`src/rtl/pipe_pkg.sv`:
```
// ----------------------------------------------------------------------------
// Module   : pipe_pkg
// Brief    : Shared types and defaults for the pipeline stage registers.
// Revision : 1.0 - initial release
// ----------------------------------------------------------------------------
`default_nettype none

package pipe_pkg;

  localparam int INSTR_W_DEF = 20;
  localparam int DATA_W_DEF  = 20;
  localparam logic [INSTR_W_DEF-1:0] NOP_INSTR_DEF = '0;

  // Occupancy of a skid stage; the encoding equals the entry count.
  typedef enum logic [1:0] {
    EMPTY = 2'd0,
    ONE   = 2'd1,
    TWO   = 2'd2
  } occ_state_t;

  // Payload carried between stages at the default widths.
  typedef struct packed {
    logic [INSTR_W_DEF-1:0] instr;
    logic [DATA_W_DEF-1:0]  result;
    logic                   zero;
  } payload_t;

endpackage

`default_nettype wire

```
`src/rtl/pipe_stage_skid_slot.sv`:
```
// ----------------------------------------------------------------------------
// Module   : pipe_slot
// Brief    : One payload register plus valid bit with load/clear/hold control.
//            Clearing (or reset) returns the slot to the bubble payload.
// Revision : 1.0 - initial release
// ----------------------------------------------------------------------------
`default_nettype none

module pipe_slot #(
  parameter int                 INSTR_W   = 20,
  parameter int                 DATA_W    = 20,
  parameter logic [INSTR_W-1:0] NOP_INSTR = {INSTR_W{1'b0}}
) (
  input  logic               clock,
  input  logic               reset,
  input  logic               load,
  input  logic               clear,
  input  logic [INSTR_W-1:0] d_instr,
  input  logic [DATA_W-1:0]  d_result,
  input  logic               d_zero,
  output logic               q_valid,
  output logic [INSTR_W-1:0] q_instr,
  output logic [DATA_W-1:0]  q_result,
  output logic               q_zero
);

  logic               r_valid;
  logic [INSTR_W-1:0] r_instr;
  logic [DATA_W-1:0]  r_result;
  logic               r_zero;

  // Reset and clear both force the bubble; load captures; otherwise hold.
  always_ff @(posedge clock) begin
    if (reset || clear) begin
      r_valid  <= 1'b0;
      r_instr  <= NOP_INSTR;
      r_result <= '0;
      r_zero   <= 1'b0;
    end else if (load) begin
      r_valid  <= 1'b1;
      r_instr  <= d_instr;
      r_result <= d_result;
      r_zero   <= d_zero;
    end
  end

  assign q_valid  = r_valid;
  assign q_instr  = r_instr;
  assign q_result = r_result;
  assign q_zero   = r_zero;

endmodule

`default_nettype wire

```
`src/rtl/pipe_stage_skid.sv`:
```
// ----------------------------------------------------------------------------
// Module   : pipe_stage_skid
// Brief    : Parametrised inter-stage pipeline register with valid/ready
//            handshake, flush, and an optional two-entry skid buffer that
//            registers the upstream ready path.
// Revision : 1.0 - initial release
// ----------------------------------------------------------------------------
`default_nettype none

module pipe_stage_skid
  import pipe_pkg::*;
#(
  parameter int                 INSTR_W   = INSTR_W_DEF,
  parameter int                 DATA_W    = DATA_W_DEF,
  parameter logic [INSTR_W-1:0] NOP_INSTR = {INSTR_W{1'b0}},
  parameter bit                 SKID      = 1'b1
) (
  input  logic               clock,
  input  logic               reset,
  input  logic               in_valid,
  output logic               in_ready,
  input  logic [INSTR_W-1:0] in_instr,
  input  logic [DATA_W-1:0]  in_result,
  input  logic               in_zero,
  input  logic               flush,
  output logic               out_valid,
  input  logic               out_ready,
  output logic [INSTR_W-1:0] out_instr,
  output logic [DATA_W-1:0]  out_result,
  output logic               out_zero,
  output logic [1:0]         occupancy
);

  logic w_in_xfer;
  logic w_out_xfer;

  logic               w_main_load;
  logic               w_main_clear;
  logic [INSTR_W-1:0] w_main_instr;
  logic [DATA_W-1:0]  w_main_result;
  logic               w_main_zero;

  assign w_in_xfer  = in_valid & in_ready;
  assign w_out_xfer = out_valid & out_ready;

  // Main slot always drives the stage outputs.
  pipe_slot #(
    .INSTR_W   (INSTR_W),
    .DATA_W    (DATA_W),
    .NOP_INSTR (NOP_INSTR)
  ) u_main (
    .clock    (clock),
    .reset    (reset),
    .load     (w_main_load),
    .clear    (w_main_clear),
    .d_instr  (w_main_instr),
    .d_result (w_main_result),
    .d_zero   (w_main_zero),
    .q_valid  (out_valid),
    .q_instr  (out_instr),
    .q_result (out_result),
    .q_zero   (out_zero)
  );

  generate
    if (SKID) begin : g_skid
      occ_state_t         r_state;
      occ_state_t         w_state_nxt;
      logic               r_in_ready;
      logic               w_main_from_skid;
      logic               w_skid_load;
      logic               w_skid_clear;
      logic               w_skid_valid;
      logic [INSTR_W-1:0] w_skid_instr;
      logic [DATA_W-1:0]  w_skid_result;
      logic               w_skid_zero;

      // Overflow slot; only ever filled while main is held by back-pressure.
      pipe_slot #(
        .INSTR_W   (INSTR_W),
        .DATA_W    (DATA_W),
        .NOP_INSTR (NOP_INSTR)
      ) u_skid (
        .clock    (clock),
        .reset    (reset),
        .load     (w_skid_load),
        .clear    (w_skid_clear),
        .d_instr  (in_instr),
        .d_result (in_result),
        .d_zero   (in_zero),
        .q_valid  (w_skid_valid),
        .q_instr  (w_skid_instr),
        .q_result (w_skid_result),
        .q_zero   (w_skid_zero)
      );

      // Occupancy transition and slot controls; flush overrides every transfer.
      always_comb begin
        w_state_nxt      = r_state;
        w_main_load      = 1'b0;
        w_main_clear     = 1'b0;
        w_main_from_skid = 1'b0;
        w_skid_load      = 1'b0;
        w_skid_clear     = 1'b0;
        if (flush) begin
          w_state_nxt  = EMPTY;
          w_main_clear = 1'b1;
          w_skid_clear = 1'b1;
        end else begin
          case (r_state)
            EMPTY: begin
              if (w_in_xfer) begin
                w_main_load = 1'b1;
                w_state_nxt = ONE;
              end
            end
            ONE: begin
              if (w_in_xfer && w_out_xfer) begin
                w_main_load = 1'b1;
              end else if (w_in_xfer) begin
                w_skid_load = 1'b1;
                w_state_nxt = TWO;
              end else if (w_out_xfer) begin
                w_main_clear = 1'b1;
                w_state_nxt  = EMPTY;
              end
            end
            TWO: begin
              if (w_out_xfer) begin
                w_main_load      = 1'b1;
                w_main_from_skid = 1'b1;
                w_skid_clear     = 1'b1;
                w_state_nxt      = ONE;
              end
            end
            default: begin
              w_state_nxt  = EMPTY;
              w_main_clear = 1'b1;
              w_skid_clear = 1'b1;
            end
          endcase
        end
      end

      assign w_main_instr  = w_main_from_skid ? w_skid_instr  : in_instr;
      assign w_main_result = w_main_from_skid ? w_skid_result : in_result;
      assign w_main_zero   = w_main_from_skid ? w_skid_zero   : in_zero;

      // Occupancy and the registered upstream ready (room for one more entry).
      always_ff @(posedge clock) begin
        if (reset) begin
          r_state    <= EMPTY;
          r_in_ready <= 1'b1;
        end else begin
          r_state    <= w_state_nxt;
          r_in_ready <= (w_state_nxt != TWO);
        end
      end

      assign in_ready  = r_in_ready;
      assign occupancy = r_state;
    end else begin : g_no_skid
      // Single slot: accept when empty or when the held entry leaves now.
      assign in_ready      = ~out_valid | out_ready;
      assign w_main_load   = ~flush & w_in_xfer;
      assign w_main_clear  = flush | (~w_in_xfer & w_out_xfer);
      assign w_main_instr  = in_instr;
      assign w_main_result = in_result;
      assign w_main_zero   = in_zero;
      assign occupancy     = {1'b0, out_valid};
    end
  endgenerate

endmodule

`default_nettype wire
```
`config.mk`:
```
export PLATFORM = sky130hd
export DESIGN_NAME = pipe_stage_skid
export DESIGN_NICKNAME = d
export VERILOG_FILES = /design/src/rtl/pipe_pkg.sv /design/src/rtl/pipe_stage_skid_slot.sv /design/src/rtl/pipe_stage_skid.sv
export SDC_FILE = /design/constraint.sdc
export NUM_CORES = 1
export LEC_CHECK = 0
export ABC_AREA = 0
export CAP_MARGIN = 20
export CORE_ASPECT_RATIO = 1.1
export CORE_MARGIN = 1.5
export CORE_UTILIZATION = 55
export DETAILED_ROUTE_END_ITERATION = 16
export DONT_BUFFER_PORTS = 1
export PLACE_DENSITY = 0.7
export SYNTH_ARGS = -nofsm -noshare
export SYNTH_HDL_FRONTEND = slang
export SYNTH_HIERARCHICAL = 1
export SYNTH_SLANG_ARGS = --single-unit
```
`constraint.sdc`:
```
create_clock -name clock -period 1.9 [get_ports clock]
set_clock_uncertainty 0.05 [all_clocks]
set_input_delay 0.38 -clock clock [delete_from_list [all_inputs] [get_ports clock]]
set_output_delay 0.38 -clock clock [all_outputs]
set_load 0.05 [all_outputs]
```
# Yosys cells after proc, flatten, opt, wreduce, memory -nomap -nowiden
# Index checks and enable logic that the tools add are counted.
# word_totals
in_bits,46
out_inout_bits,45
ff_bits,86
# classes
reduce_logical,6
mux,26
bitwise_logic,2
eq_ne,3
# ops
op,count
20-bit two-way mux,2
1-bit two-way mux,14
2-bit two-way mux,6
2-bit one-hot mux with 3 select lines,1
1-bit one-hot mux with 2 select lines,2
2-bit OR reduction,2
1-bit one-hot mux with 3 select lines,1
1-bit bitwise AND,2
"2-bit by 1-bit equality test with 1-bit output, second input constant",1
"2-bit equality test, second input constant",1
2-bit logical NOT,1
1-bit logical OR,2
"2-bit != test, second input constant",1
1-bit logical AND,1

# Depth between registers and ports, before layout
# depth
ltp_word,7
depth_mapped,7
mapped_depth_nobuf,5

# Cells and area by module
# Netlist, hierarchy kept.
# by_module_without_submodules
module,cells_per_inst,seq_area_each_um2,n_inst,area_each_um2
pipe_slot,137,840.8,2,1527.7
pipe_stage_skid,67,60.1,1,699.4

# Worst setup path after synthesis
# Ideal clock, no wire load.
# synth_timing
path_type,reg2reg
from,"reg g_skid.r_state[1], in the netlist occupancy[1]"
to,"reg u_main.r_instr[0], in the netlist u_main/q_instr[0]"
path_slack_ns,-0.091
path_stages_with_launch,7
period_less_slack_ns,1.991
n_path_buf,1
arrival_ns,1.826
cell_sequence,dfxtp_1 > nand4b_1 > nor2_4 > buf_6 > mux2_2 > mux2i_1 > nor2_1
# synth_rtl
element,line_no,source
"start, declared",pipe_stage_skid.sv:67,occ_state_t r_state;
"start signal, assigned",pipe_stage_skid.sv:155,r_state <= w_state_nxt;
2-bit equality test,pipe_stage_skid.sv:110,case (r_state)
1-bit two-way mux,pipe_stage_skid.sv:110,
1-bit two-way mux,pipe_stage_skid.sv:105,if (flush) begin
20-bit two-way mux,pipe_stage_skid.sv:145,assign w_main_instr = w_main_from_skid ? w_skid_instr : in_instr;
via w_main_instr[0],pipe_stage_skid.sv:39,logic [INSTR_W-1:0] w_main_instr;
"end signal, assigned",pipe_stage_skid_slot.sv:41,r_instr <= d_instr;
"end, declared",pipe_stage_skid_slot.sv:28,logic [INSTR_W-1:0] r_instr;
# The timed path passes the listed nets, and every way through them passes these cells.
# A chain may end at the register's enable or synchronous reset.

# Worst setup path in the final report
# layout_timing
from,"reg g_skid.r_state[0], in the netlist occupancy[0]"
to,"reg u_main.r_instr[5], in the netlist u_main/q_instr[5]"
# The elaborated chain is that of the path after synthesis.

==> flow_summary.ini <==
[finish]
final_util = 0.6108
syn_to_final_growth_pct = 7.419
final_area_mm2 = 0.004004
n_antenna_cell = 0
drive_above_1_share = 0.2093
num-fill-cells = 555
multi_input_area_mm2 = 0.001757
final_nets = 385
seqCellArea_mm2 = 0.001724

[sta]
tightest_slew_ns = 0.5340
slew_headroom = 0.6435
tns_ns = 0
finalSetupViolCount = 0
fmax_ghz = 0.5697
period_needed_ns = 1.755
hold_violations = 0
final_max_slew_viol_count = 0
rsz0062_at_grt = false
period_share = 0.9238

[power]
vdd_ir_drop_max_v = 0.0006479
p_per_area_mw_per_mm2 = 922.2
p_leak_nw = 1.356

[critical_path]
reg2reg_slack_ns = 0.14
r2r_start = occupancy[0]
crit_required_ns = 2.07
critPathLaunchType = flop
critPathCaptureType = flop
worstPathArrival_ns = 1.93
r2r_end = u_main/q_instr[5]
r2r_cells = 6
criticalPathCategory = reg -> reg
crit_fanout = 16

[grt]
first_global_vias = 2293
antenna_found_initial = 0
overflow = 0
grt_pass1_wl_mm = 10.37
grt_max_degree = 42
grt.total_usage = 0.1899

[logic_synthesis]
syn_nets = 384
ys.warnings.count = 6
syn_avg_cell_area_um2 = 11.03
synth.cell_area_mm2 = 0.003727
synth_cells = 338

[run]
cap_violations = 0

[die]
die_w_um = 81.49
core_mm2 = 0.006555
die-area_mm2 = 0.007280
dieHeight_um = 89.34
initial_core_util = 0.5686
rows = 31
io_pins = 91

[worst_hold_path]
holdPathStages = 1
holdCritStartpoint = reset
min_to = occupancy[1]
hp-class = in -> reg

[route]
post-route-drc-count = 0
ant_nets = 0
vias = 2314
drt_iter0_drc = 77
avgViaCountPerCell = 5.432
wl_per_cell_um = 15.65
dr.pass1.iters = 4
totalWireLength_mm = 6.666

[cts]
cts_resized = 0
clock_sinks = 86
ctsHoldBuffers = 0
cts_buffer_depth = 2
cts_tree = done
clkLatencyLatePin_ns = 0.34
numCtsBuffers = 9
cts.clk_slew.worst_paths_ns = 0.08
clockRootBuffer = clkbuf_8
post-cts-setup-buffers = 0
htree_levels = 3

[placement]
dpl-instance-area_mm2 = 0.003755
portBuffers = 0
gp_congestion = 0.7899
hpwl_mm = 4.331

[outcome]
status = completed
==> state kept, by name, summed over array words and instances (netlist names) <==
signal and count:
g_skid.u_skid/q_instr 20, in_ready 1, u_main/q_result 20, g_skid.u_skid/q_result 20
occupancy 2, g_skid.u_skid/q_zero 1, u_main/q_valid 1, u_main/q_zero 1
u_main/q_instr 20
==> worst max path at each step <==
stage	endpoint	slack, ns	start
global route	u_main/q_instr[11]	0.02	occupancy[0]
finish	u_main/q_instr[5]	0.14	occupancy[0]
CTS	u_main/q_instr[5]	0.13	occupancy[0]
detailed placement	u_main/q_instr[5]	0.15	occupancy[0]
floorplan	u_main/q_instr[0]	0.04	occupancy[0]
global placement	u_main/q_instr[7]	0.17	occupancy[0]
==> layer usage <==
layer  vias up  GRT usage  share of wire
met5         -          0              0
met4         0     0.1019          0.017
met3         9    0.06735          0.083
met2        62     0.3148           0.48
met1      1092     0.2130           0.42
li1       1151          -              -
==> critical path, cell delays in order, from the launching register on <==
cell and delay [ns]:
dfxtp_1 0.33, nand4b_1 0.26, nor2_4 0.17, buf_4 0.26
mux2_2 0.36, mux2i_1 0.13, nor2_1 0.06
==> area by class of cell <==
type                       instances  area share
inverter                           1   0.0009375
tap                               82     0.02562
multi-input combinational        227      0.4387
clock buffer                      13     0.03969
clock inverter                     3     0.02250
sequential                        86      0.4306
timing repair buffer              14     0.04188
==> metrics by stage <==
stage | total power [W] | setup WS [ns] | hold slack, ns | cells
finish | 0.003693 | 0.1447 | 0.04840 | 426
global route | 0.003830 | 0.01711 | 0.02815 | 426
CTS | 0.003747 | 0.1287 | 0.02695 | 426
detailed placement | 0.002192 | 0.1479 | 0.4089 | 410
global placement | 0.002188 | 0.1664 | 0.4071 | 410
floorplan | 0.002165 | 0.04040 | 0.4006 | 338
==> cell usage in the layout (no fill, tap or decap) <==
master and instances:
or3b_1 1, clkbuf_1 2, mux2i_1 83, dfxtp_2 2, dfxtp_1 84, o21ai_0 1, mux2_2 39, a21oi_4 1
o21bai_1 1, inv_1 1, buf_4 9, clkbuf_8 11, a21oi_1 1, nand4b_1 1, or4_1 1, nor2_4 1
and3b_1 1, nand2b_1 1, nor4_2 1, a311oi_1 1, and2_1 1, a21bo_1 1, or2_1 2, nor2_1 84
buf_12 5, nor4_1 1, nand2_1 2, mux2_1 2, bufinv_16 3
==> power breakdown <==
| part | internal (W) | total [W] | switching, W |
|---|---|---|---|
| combinational | 0.000119 | 0.000237 | 0.000118 |
| sequential | 0.00183 | 0.00191 | 0.0000833 |
| clock | 0.000947 | 0.00155 | 0.000598 |
(Power assumes the default switching activity.)
